[src/rtl/spi_slave_core.sv]
// SPI target engine: oversamples SCK/NSS/MOSI in the clk_i domain and exchanges
// 8/16/24/32-bit words with the register/FIFO layer over valid/ready handshakes.
//
// state  | meaning
// -------+-----------------------------------------------------------
// IDLE   | NSS high or frame not yet started; waiting for NSS fall
// LOAD   | one cycle: first tx word taken, MISO driven with bit 0 (CPHA=0)
// ACTIVE | frame running; SCK edges shift data in and out
// HOLD   | NSS fell while disabled; ignore the frame until NSS rises
module spi_slave_core #(
  parameter int SYNC_STAGES = 2
) (
  input  logic        clk_i,
  input  logic        rst_i,
  input  logic        en_i,
  input  logic        cpol_i,
  input  logic        cpha_i,
  input  logic        lsb_i,
  input  logic [1:0]  trl_i,
  input  logic        clr_i,
  output logic        busy_o,
  output logic        ovr_o,
  output logic        udr_o,
  input  logic        tx_valid_i,
  output logic        tx_ready_o,
  input  logic [31:0] tx_data_i,
  output logic        rx_valid_o,
  input  logic        rx_ready_i,
  output logic [31:0] rx_data_o,
  input  logic        spi_sck_i,
  input  logic        spi_nss_i,
  input  logic        spi_mosi_i,
  output logic        spi_miso_o,
  output logic        spi_miso_en_o
);

  typedef enum logic [1:0] {
    ST_IDLE   = 2'd0,
    ST_LOAD   = 2'd1,
    ST_ACTIVE = 2'd2,
    ST_HOLD   = 2'd3
  } state_t;

  state_t state, state_nxt;

  logic [SYNC_STAGES-1:0] sck_sync;
  logic [SYNC_STAGES-1:0] nss_sync;
  logic [SYNC_STAGES-1:0] mosi_sync;
  logic sck_s, nss_s, mosi_s;
  logic sck_prev, nss_prev;

  logic        sck_edge, lead_edge, trail_edge, act;
  logic        sample_stb, shift_stb, last_bit, word_done, load_stb, nss_fall;
  logic [4:0]  bit_cnt, last_idx, bit_idx, first_idx;
  logic [31:0] tx_word, load_word, rx_acc, rx_next;

  // Input synchronizers; reset values match an idle, deselected bus
  always_ff @(posedge clk_i or posedge rst_i) begin
    if (rst_i) begin
      sck_sync  <= '0;
      nss_sync  <= '1;
      mosi_sync <= '0;
      sck_prev  <= 1'b0;
      nss_prev  <= 1'b1;
    end else begin
      sck_sync  <= {sck_sync[SYNC_STAGES-2:0], spi_sck_i};
      nss_sync  <= {nss_sync[SYNC_STAGES-2:0], spi_nss_i};
      mosi_sync <= {mosi_sync[SYNC_STAGES-2:0], spi_mosi_i};
      sck_prev  <= sck_s;
      nss_prev  <= nss_s;
    end
  end

  assign sck_s  = sck_sync[SYNC_STAGES-1];
  assign nss_s  = nss_sync[SYNC_STAGES-1];
  assign mosi_s = mosi_sync[SYNC_STAGES-1];

  assign nss_fall   = nss_prev & ~nss_s;
  assign sck_edge   = sck_s ^ sck_prev;
  assign lead_edge  = sck_edge & (sck_prev == cpol_i);
  assign trail_edge = sck_edge & (sck_prev != cpol_i);
  assign act        = (state == ST_ACTIVE) & ~nss_s;
  assign sample_stb = act & (cpha_i ? trail_edge : lead_edge);
  assign shift_stb  = act & (cpha_i ? lead_edge : trail_edge);

  // Bit k maps to data[len-1-k] MSB-first, data[k] LSB-first, for tx and rx alike
  assign last_idx  = {trl_i, 3'b111};
  assign last_bit  = (bit_cnt == last_idx);
  assign word_done = sample_stb & last_bit;
  assign load_stb  = (state == ST_LOAD) | word_done;
  assign bit_idx   = lsb_i ? bit_cnt : (last_idx - bit_cnt);
  assign first_idx = lsb_i ? 5'd0 : last_idx;
  assign load_word = tx_valid_i ? tx_data_i : 32'hFFFF_FFFF;

  always_ff @(posedge clk_i or posedge rst_i) begin
    if (rst_i) begin
      state <= ST_IDLE;
    end else begin
      state <= state_nxt;
    end
  end

  always_comb begin
    state_nxt = state;
    case (state)
      ST_IDLE: begin
        if (nss_fall) begin
          state_nxt = en_i ? ST_LOAD : ST_HOLD;
        end
      end
      ST_LOAD:   state_nxt = ST_ACTIVE;
      ST_ACTIVE: if (nss_s) state_nxt = ST_IDLE;
      ST_HOLD:   if (nss_s) state_nxt = ST_IDLE;
      default:   state_nxt = ST_IDLE;
    endcase
  end

  always_comb begin
    spi_miso_en_o = 1'b0;
    tx_ready_o    = 1'b0;
    if ((state == ST_LOAD) || (state == ST_ACTIVE)) begin
      spi_miso_en_o = 1'b1;
    end
    if (load_stb) begin
      tx_ready_o = 1'b1;
    end
  end

  always_ff @(posedge clk_i or posedge rst_i) begin
    if (rst_i) begin
      bit_cnt <= '0;
    end else if (state != ST_ACTIVE) begin
      bit_cnt <= '0;
    end else if (sample_stb) begin
      bit_cnt <= last_bit ? 5'd0 : (bit_cnt + 5'd1);
    end
  end

  // MISO only moves at LOAD (CPHA=0) and on shift edges; the next word is
  // already in tx_word by the shift edge that follows the last sample edge.
  always_ff @(posedge clk_i or posedge rst_i) begin
    if (rst_i) begin
      tx_word    <= '0;
      spi_miso_o <= 1'b0;
    end else begin
      if (load_stb) begin
        tx_word <= load_word;
      end
      if ((state == ST_LOAD) && !cpha_i) begin
        spi_miso_o <= load_word[first_idx];
      end else if (shift_stb) begin
        spi_miso_o <= tx_word[bit_idx];
      end
    end
  end

  always_comb begin
    rx_next          = rx_acc;
    rx_next[bit_idx] = mosi_s;
  end

  // Partial words are dropped whenever the frame leaves ACTIVE
  always_ff @(posedge clk_i or posedge rst_i) begin
    if (rst_i) begin
      rx_acc <= '0;
    end else if (state != ST_ACTIVE) begin
      rx_acc <= '0;
    end else if (sample_stb) begin
      rx_acc <= last_bit ? 32'h0 : rx_next;
    end
  end

  always_ff @(posedge clk_i or posedge rst_i) begin
    if (rst_i) begin
      rx_data_o  <= '0;
      rx_valid_o <= 1'b0;
    end else begin
      if (word_done) begin
        rx_data_o  <= rx_next;
        rx_valid_o <= 1'b1;
      end else if (rx_valid_o && rx_ready_i) begin
        rx_valid_o <= 1'b0;
      end
    end
  end

  // A flag set in the same cycle as clr_i wins
  always_ff @(posedge clk_i or posedge rst_i) begin
    if (rst_i) begin
      ovr_o <= 1'b0;
      udr_o <= 1'b0;
    end else begin
      if (word_done && rx_valid_o && !rx_ready_i) begin
        ovr_o <= 1'b1;
      end else if (clr_i) begin
        ovr_o <= 1'b0;
      end
      if (load_stb && !tx_valid_i) begin
        udr_o <= 1'b1;
      end else if (clr_i) begin
        udr_o <= 1'b0;
      end
    end
  end

  always_ff @(posedge clk_i or posedge rst_i) begin
    if (rst_i) begin
      busy_o <= 1'b0;
    end else begin
      busy_o <= ~nss_s;
    end
  end

endmodule

[config.mk]
export PLATFORM = sky130hd
export DESIGN_NAME = spi_slave_core
export DESIGN_NICKNAME = d
export VERILOG_FILES = /design/src/rtl/spi_slave_core.sv
export SDC_FILE = /design/constraint.sdc
export NUM_CORES = 1
export LEC_CHECK = 0
export CORE_ASPECT_RATIO = 0.8
export CORE_MARGIN = 4
export CORE_UTILIZATION = 55
export DETAILED_ROUTE_END_ITERATION = 12
export PLACE_DENSITY = 0.88
export SETUP_SLACK_MARGIN = 0.3
export SLEW_MARGIN = 30
export SYNTH_ARGS = -nofsm -noshare
export SYNTH_HDL_FRONTEND = slang
export SYNTH_SLANG_ARGS = --single-unit
[constraint.sdc]
create_clock -name clk_i -period 4.1 [get_ports clk_i]
set_input_delay 0.41 -clock clk_i [delete_from_list [all_inputs] [get_ports clk_i]]
set_output_delay 0.41 -clock clk_i [all_outputs]
set_load 0.01 [all_outputs]
# After elaboration in Yosys (flattened, before gate mapping)
# Index checks and enable logic that the tools add are counted.
[word_totals]
regBits = 116
in_bits = 46
output_inout_bits = 39
wordCells = 88
[op_classes]
n_addsub = 2
order_cmp = 3
eq_ne = 9
muxes = 31
n_bitwise = 10
n_reduce_logical = 18
[ops]
columns = ["operator", "n"]
rows = [
  ["$mux W32", 4],
  ["$bwmux W32", 1],
  ["$mux W5", 5],
  ["$mux W1", 14],
  ["$lt A5 B6 Y1 const B", 2],
  ["$bmux W1 S5", 2],
  ["$reduce_bool A2 Y1", 5],
  ["$and A1 B1 Y1", 7],
  ["$logic_and A1 B1 Y1", 6],
  ["$mux W2", 3],
  ["$pmux W2 S3", 1],
  ["$add A5 B1 Y5 const B", 1],
  ["$demux W1 S5", 1],
  ["$eq A5 B5 Y1", 1],
  ["$ge A5 B1 Y1 const B", 1],
  ["$sub A5 B5 Y5", 1],
  ["$eq A2 B2 Y1 const B", 2],
  ["$ne A2 B2 Y1 const B", 2],
  ["$logic_not A1 Y1", 3],
  ["$eq A2 B1 Y1 const B", 1],
  ["$logic_not A2 Y1", 1],
  ["$ne A2 B1 Y1 const B", 1],
  ["$reduce_and A2 Y1", 1],
  ["$reduce_or A2 Y1", 1],
  ["other kinds (6)", 6],
]

# Longest topological paths before layout
[logic_depth]
word_depth = 10
ltp_mapped = 9
ltp_nobuf = 8

# Worst setup path before layout
# OpenSTA, ideal clock, no wires.
[synth_timing]
kind = "flip-flop to output port"
from = "reg bit_cnt[3]"
to = "out tx_ready_o"
arrival_ps = 1671
required_ps = 3690
slack_ps = 2019
stages_incl_launch_ff = 7
n_path_buf = 2
cell_sequence = "dfrtp_1 -> ha_1 -> nand4_1 -> or3b_4 -> nand2_2 -> buf_6 -> buf_4"
[synth_between]
elab_chain_len = 4
[synth_lines]
columns = ["element", "line_no", "text"]
rows = [
  ["from (decl)", "54", "logic [4:0] bit_cnt, last_idx, bit_idx, first_idx;"],
  ["from (signal assigned)", "135", "bit_cnt <= last_bit ? 5'd0 : (bit_cnt + 5'd1);"],
  ["$eq A5 B5 Y1", "88", "assign last_bit = (bit_cnt == last_idx);"],
  ["$and A1 B1 Y1", "89", "assign word_done = sample_stb & last_bit;"],
  ["$or A1 B1 Y1", "90", "assign load_stb = (state == ST_LOAD) | word_done;"],
  ["$mux W1", "124", "if (load_stb) begin"],
  ["to (decl)", "25", "output logic tx_ready_o,"],
]
# No other way between the ends.

# Final worst setup path
[layout_timing]
from = "reg bit_cnt[1]"
to = "out tx_ready_o"
# The elaborated chain is that of the path after synthesis.

==> summary.md <==
| Metric | Value |
|---|---|
| Share of the synthesized area in the top cell type | `0.4910` |
| Die height | `99.53 um` |
| Worst EP required | `3690 ps` |
| Vias | `4,856` |
| Share of layout cells above drive strength 1 | `0.08357` |
| DRC Markers | `0` |
| Number of synthesized register bits | `116` |
| Routed wire length | `14,740 um` |
| CP Class | `flip-flop to output port` |
| EDFF count, synth | `0` |
| Ys flop type | `dfrtp_1` |
| Worst Setup End Kind | `output port` |
| Critical Path Start Type | `flip-flop` |
| Unique masters post-synth | `52` |
| Mapped Cells | `610` |
| Seq/Total Area, Yosys | `0.5047` |
| Slew margin rel. | `0.3437` |
| Warnings from Yosys | `0` |
| # IOs | `85` |
| Drt initial violations | `467` |
| Largest net degree at the start of global routing | `77` |
| Commonest non-fill, non-tap cell in the layout | `dfrtp_1` |
| First-pass GRT wire length | `24,010 um` |
| Achievable Freq | `0.3239 GHz` |
| Synth area leader | `dfrtp_1` |
| GP Congestion | `0.8856` |
| CTS tree | `done` |
| CTS Hold Bufs | `0` |
| Placed cell areas | `6640 um^2` |
| GRT busiest layer | `met2` |
| Antenna violations before repair | `0` |
| Total chip power | `3883 uW` |
| Clock Path Buffers | `2` |
| N_diodes | `0` |
| Post-DP HPWL | `9461 um` |
| Avg WL per Cell | `17.68 um` |
| Area growth syn-to-layout | `27.33%` |
| Filler cells | `751` |
| Util after Layout | `0.7162` |
| Final hold vios | `0` |
| Placement Setup Slack | `1058 ps` |
| Post-CTS setup buffers | `0` |
| Syn Area/Cell | `9.441 um^2` |
| GRT Util Overall | `0.2517` |
| Met1 Use GR | `0.3251` |
| Grt ovf | `0` |
| Final period utilization | `0.7529` |
| Final WS setup | `1013 ps` |
| Setup violations, final | `0` |
| Post-route cell area | `7333 um^2` |
| CTS Sinks | `116` |
| CTS buffer count | `17` |
| Worst-Margin Slew | `984.4 ps` |
| Final Critical Period | `3087 ps` |
| IO Port Bufs | `84` |
| Worst Clk Skew | `9.648 ps` |
| Core area | `10,240 um^2` |
| Final nets | `734` |
| PwrDens | `529.6 nW/um^2` |
| Crit-path max FO | `19` |
| GR Util met3 | `0.07106` |
| Routed Antenna Nets | `0` |
| Die Area | `12,180 um^2` |
| H-Tree Level Count | `4` |
| Die X | `122.4 um` |
| CTS clock-pin slew for the worst setup and hold paths | `50 ps` |
| Starting density of the core | `0.5624` |
| Number of global-route vias before repair | `4,880` |
| Most frequent cells in the layout | `dfrtp_1, clkdlybuf4s50_1, nand2_1` |
| Status | `finished clean` |
| MaxCap Viol Count | `0` |
| Crit path arrival time | `2680 ps` |
| PostCTS Resize Cnt | `0` |
| Leakage power | `0.003247 uW` |
| RSZ-0062 raised after global routing | `false` |
| Num rows | `33` |
| Area contributors post-synth | `dfrtp_1, mux2i_1, nand2_1` |
| Fin Setup TNS | `0 ps` |
| Fin. max-slew vios | `0` |
| Mapped cell area | `5759 um^2` |
| Drt pass-1 iters | `7` |
| Vias per Instance | `5.823` |
| Skew-Pair Late Insertion Delay | `420 ps` |
| Max IR drop VDD | `0.0003376 V` |
| Root Buffer | `clkbuf_16` |
| M2 GR Usage | `0.4008` |
| Asr flop ratio synth | `1.000` |
| Syn nets | `663` |
| Hold Crit Class | `flip-flop to flip-flop` |
-- cell families after synthesis --
| group | count (synthesis) | share of synthesized area |
|---|---|---|
| xor+xnor | 7 | 0.01456 |
| flops | 116 | 0.5047 |
| mux | 41 | 0.07517 |
| compound gates | 180 | 0.1975 |
| fa+ha+maj | 7 | 0.01521 |
| buf+inv | 109 | 0.07995 |
| simple gates | 150 | 0.1130 |
-- final timing paths --
check                                             from                      to  slack (ps)  cells past startpoint
worst max-delay path            bit_cnt[1]$_DFFE_PP0P_              tx_ready_o        1010                      5
worst min-delay path             nss_sync[0]$_DFF_PP1_   nss_sync[1]$_DFF_PP1_         360                      0
worst max register to register  bit_cnt[1]$_DFFE_PP0P_  rx_acc[31]$_DFFE_PP0P_        1410                      6
worst min register to register   nss_sync[0]$_DFF_PP1_   nss_sync[1]$_DFF_PP1_         360                      0
max in group asynchronous                        rst_i   nss_sync[0]$_DFF_PP1_        2790                      3
min in group asynchronous                        rst_i       udr_o$_DFFE_PP0P_         500                      2
-- layer usage --
layer	vias up	wire, um
met5	-	0
met4	0	398
met3	47	1082
met2	207	7162
met1	2343	6098
li1	2259	-
-- layout make-up --
class                      instances  area (um^2)  area share
tap                              140        175.2     0.02389
sequential                       116         2907      0.3963
timing repair buffer              91        893.4      0.1218
inverter                          70        267.8     0.03651
clock inverter                    12        224.0     0.03054
multi-input combinational        385         2400      0.3272
clock buffer                      20        466.7     0.06364
-- state kept, by name (all words and copies together), names as in the netlist --
register,cells
bit_cnt,5
busy_o,1
mosi_sync,2
nss_prev,1
nss_sync,2
ovr_o,1
rx_acc,32
rx_data_o,32
rx_valid_o,1
sck_prev,1
sck_sync,2
spi_miso_o,1
state,2
tx_word,32
udr_o,1
-- synthesized netlist by cell type (2+ instances only) --
master    instances
o22ai_1          29
a222oi_1          7
and2_1            5
buf_2            17
nand2_1          72
nor2_1           43
dfrtp_1         113
o21ai_1           4
dfstp_2           3
buf_1             2
buf_6             2
inv_1            69
nor2_2            2
buf_4             4
a22o_1           10
a221oi_1          2
nand2b_1          4
xnor2_1           4
nor2b_1           5
and3_1            9
ha_1              7
a31oi_1          34
clkbuf_1         14
mux2_2            4
o31ai_1           2
a21oi_1          35
mux2i_1          35
a22oi_1           3
nand3_1           6
o21ai_0          42
-- where the power goes --
part           switching [uW]  internal, uW
combinational             462           309
clock                     534          1190
sequential                106          1280
-- worst max-delay path, stage by stage (launching register included) --
cell and delay (ps):
dfrtp_1 720, ha_1 310, nand4_1 150, or3b_4 440, nand2_2 100, clkdlybuf4s50_1 540
-- through the flow --
step | hold WS [ps] | cells
after CTS | 356.5 | 834
after detailed placement | 347.6 | 802
after floorplan | 331.2 | 610
final | 355.4 | 834
after global placement | 334.9 | 802
after global routing | 355.0 | 834
No activity file was read; power rests on OpenSTA's default activity.
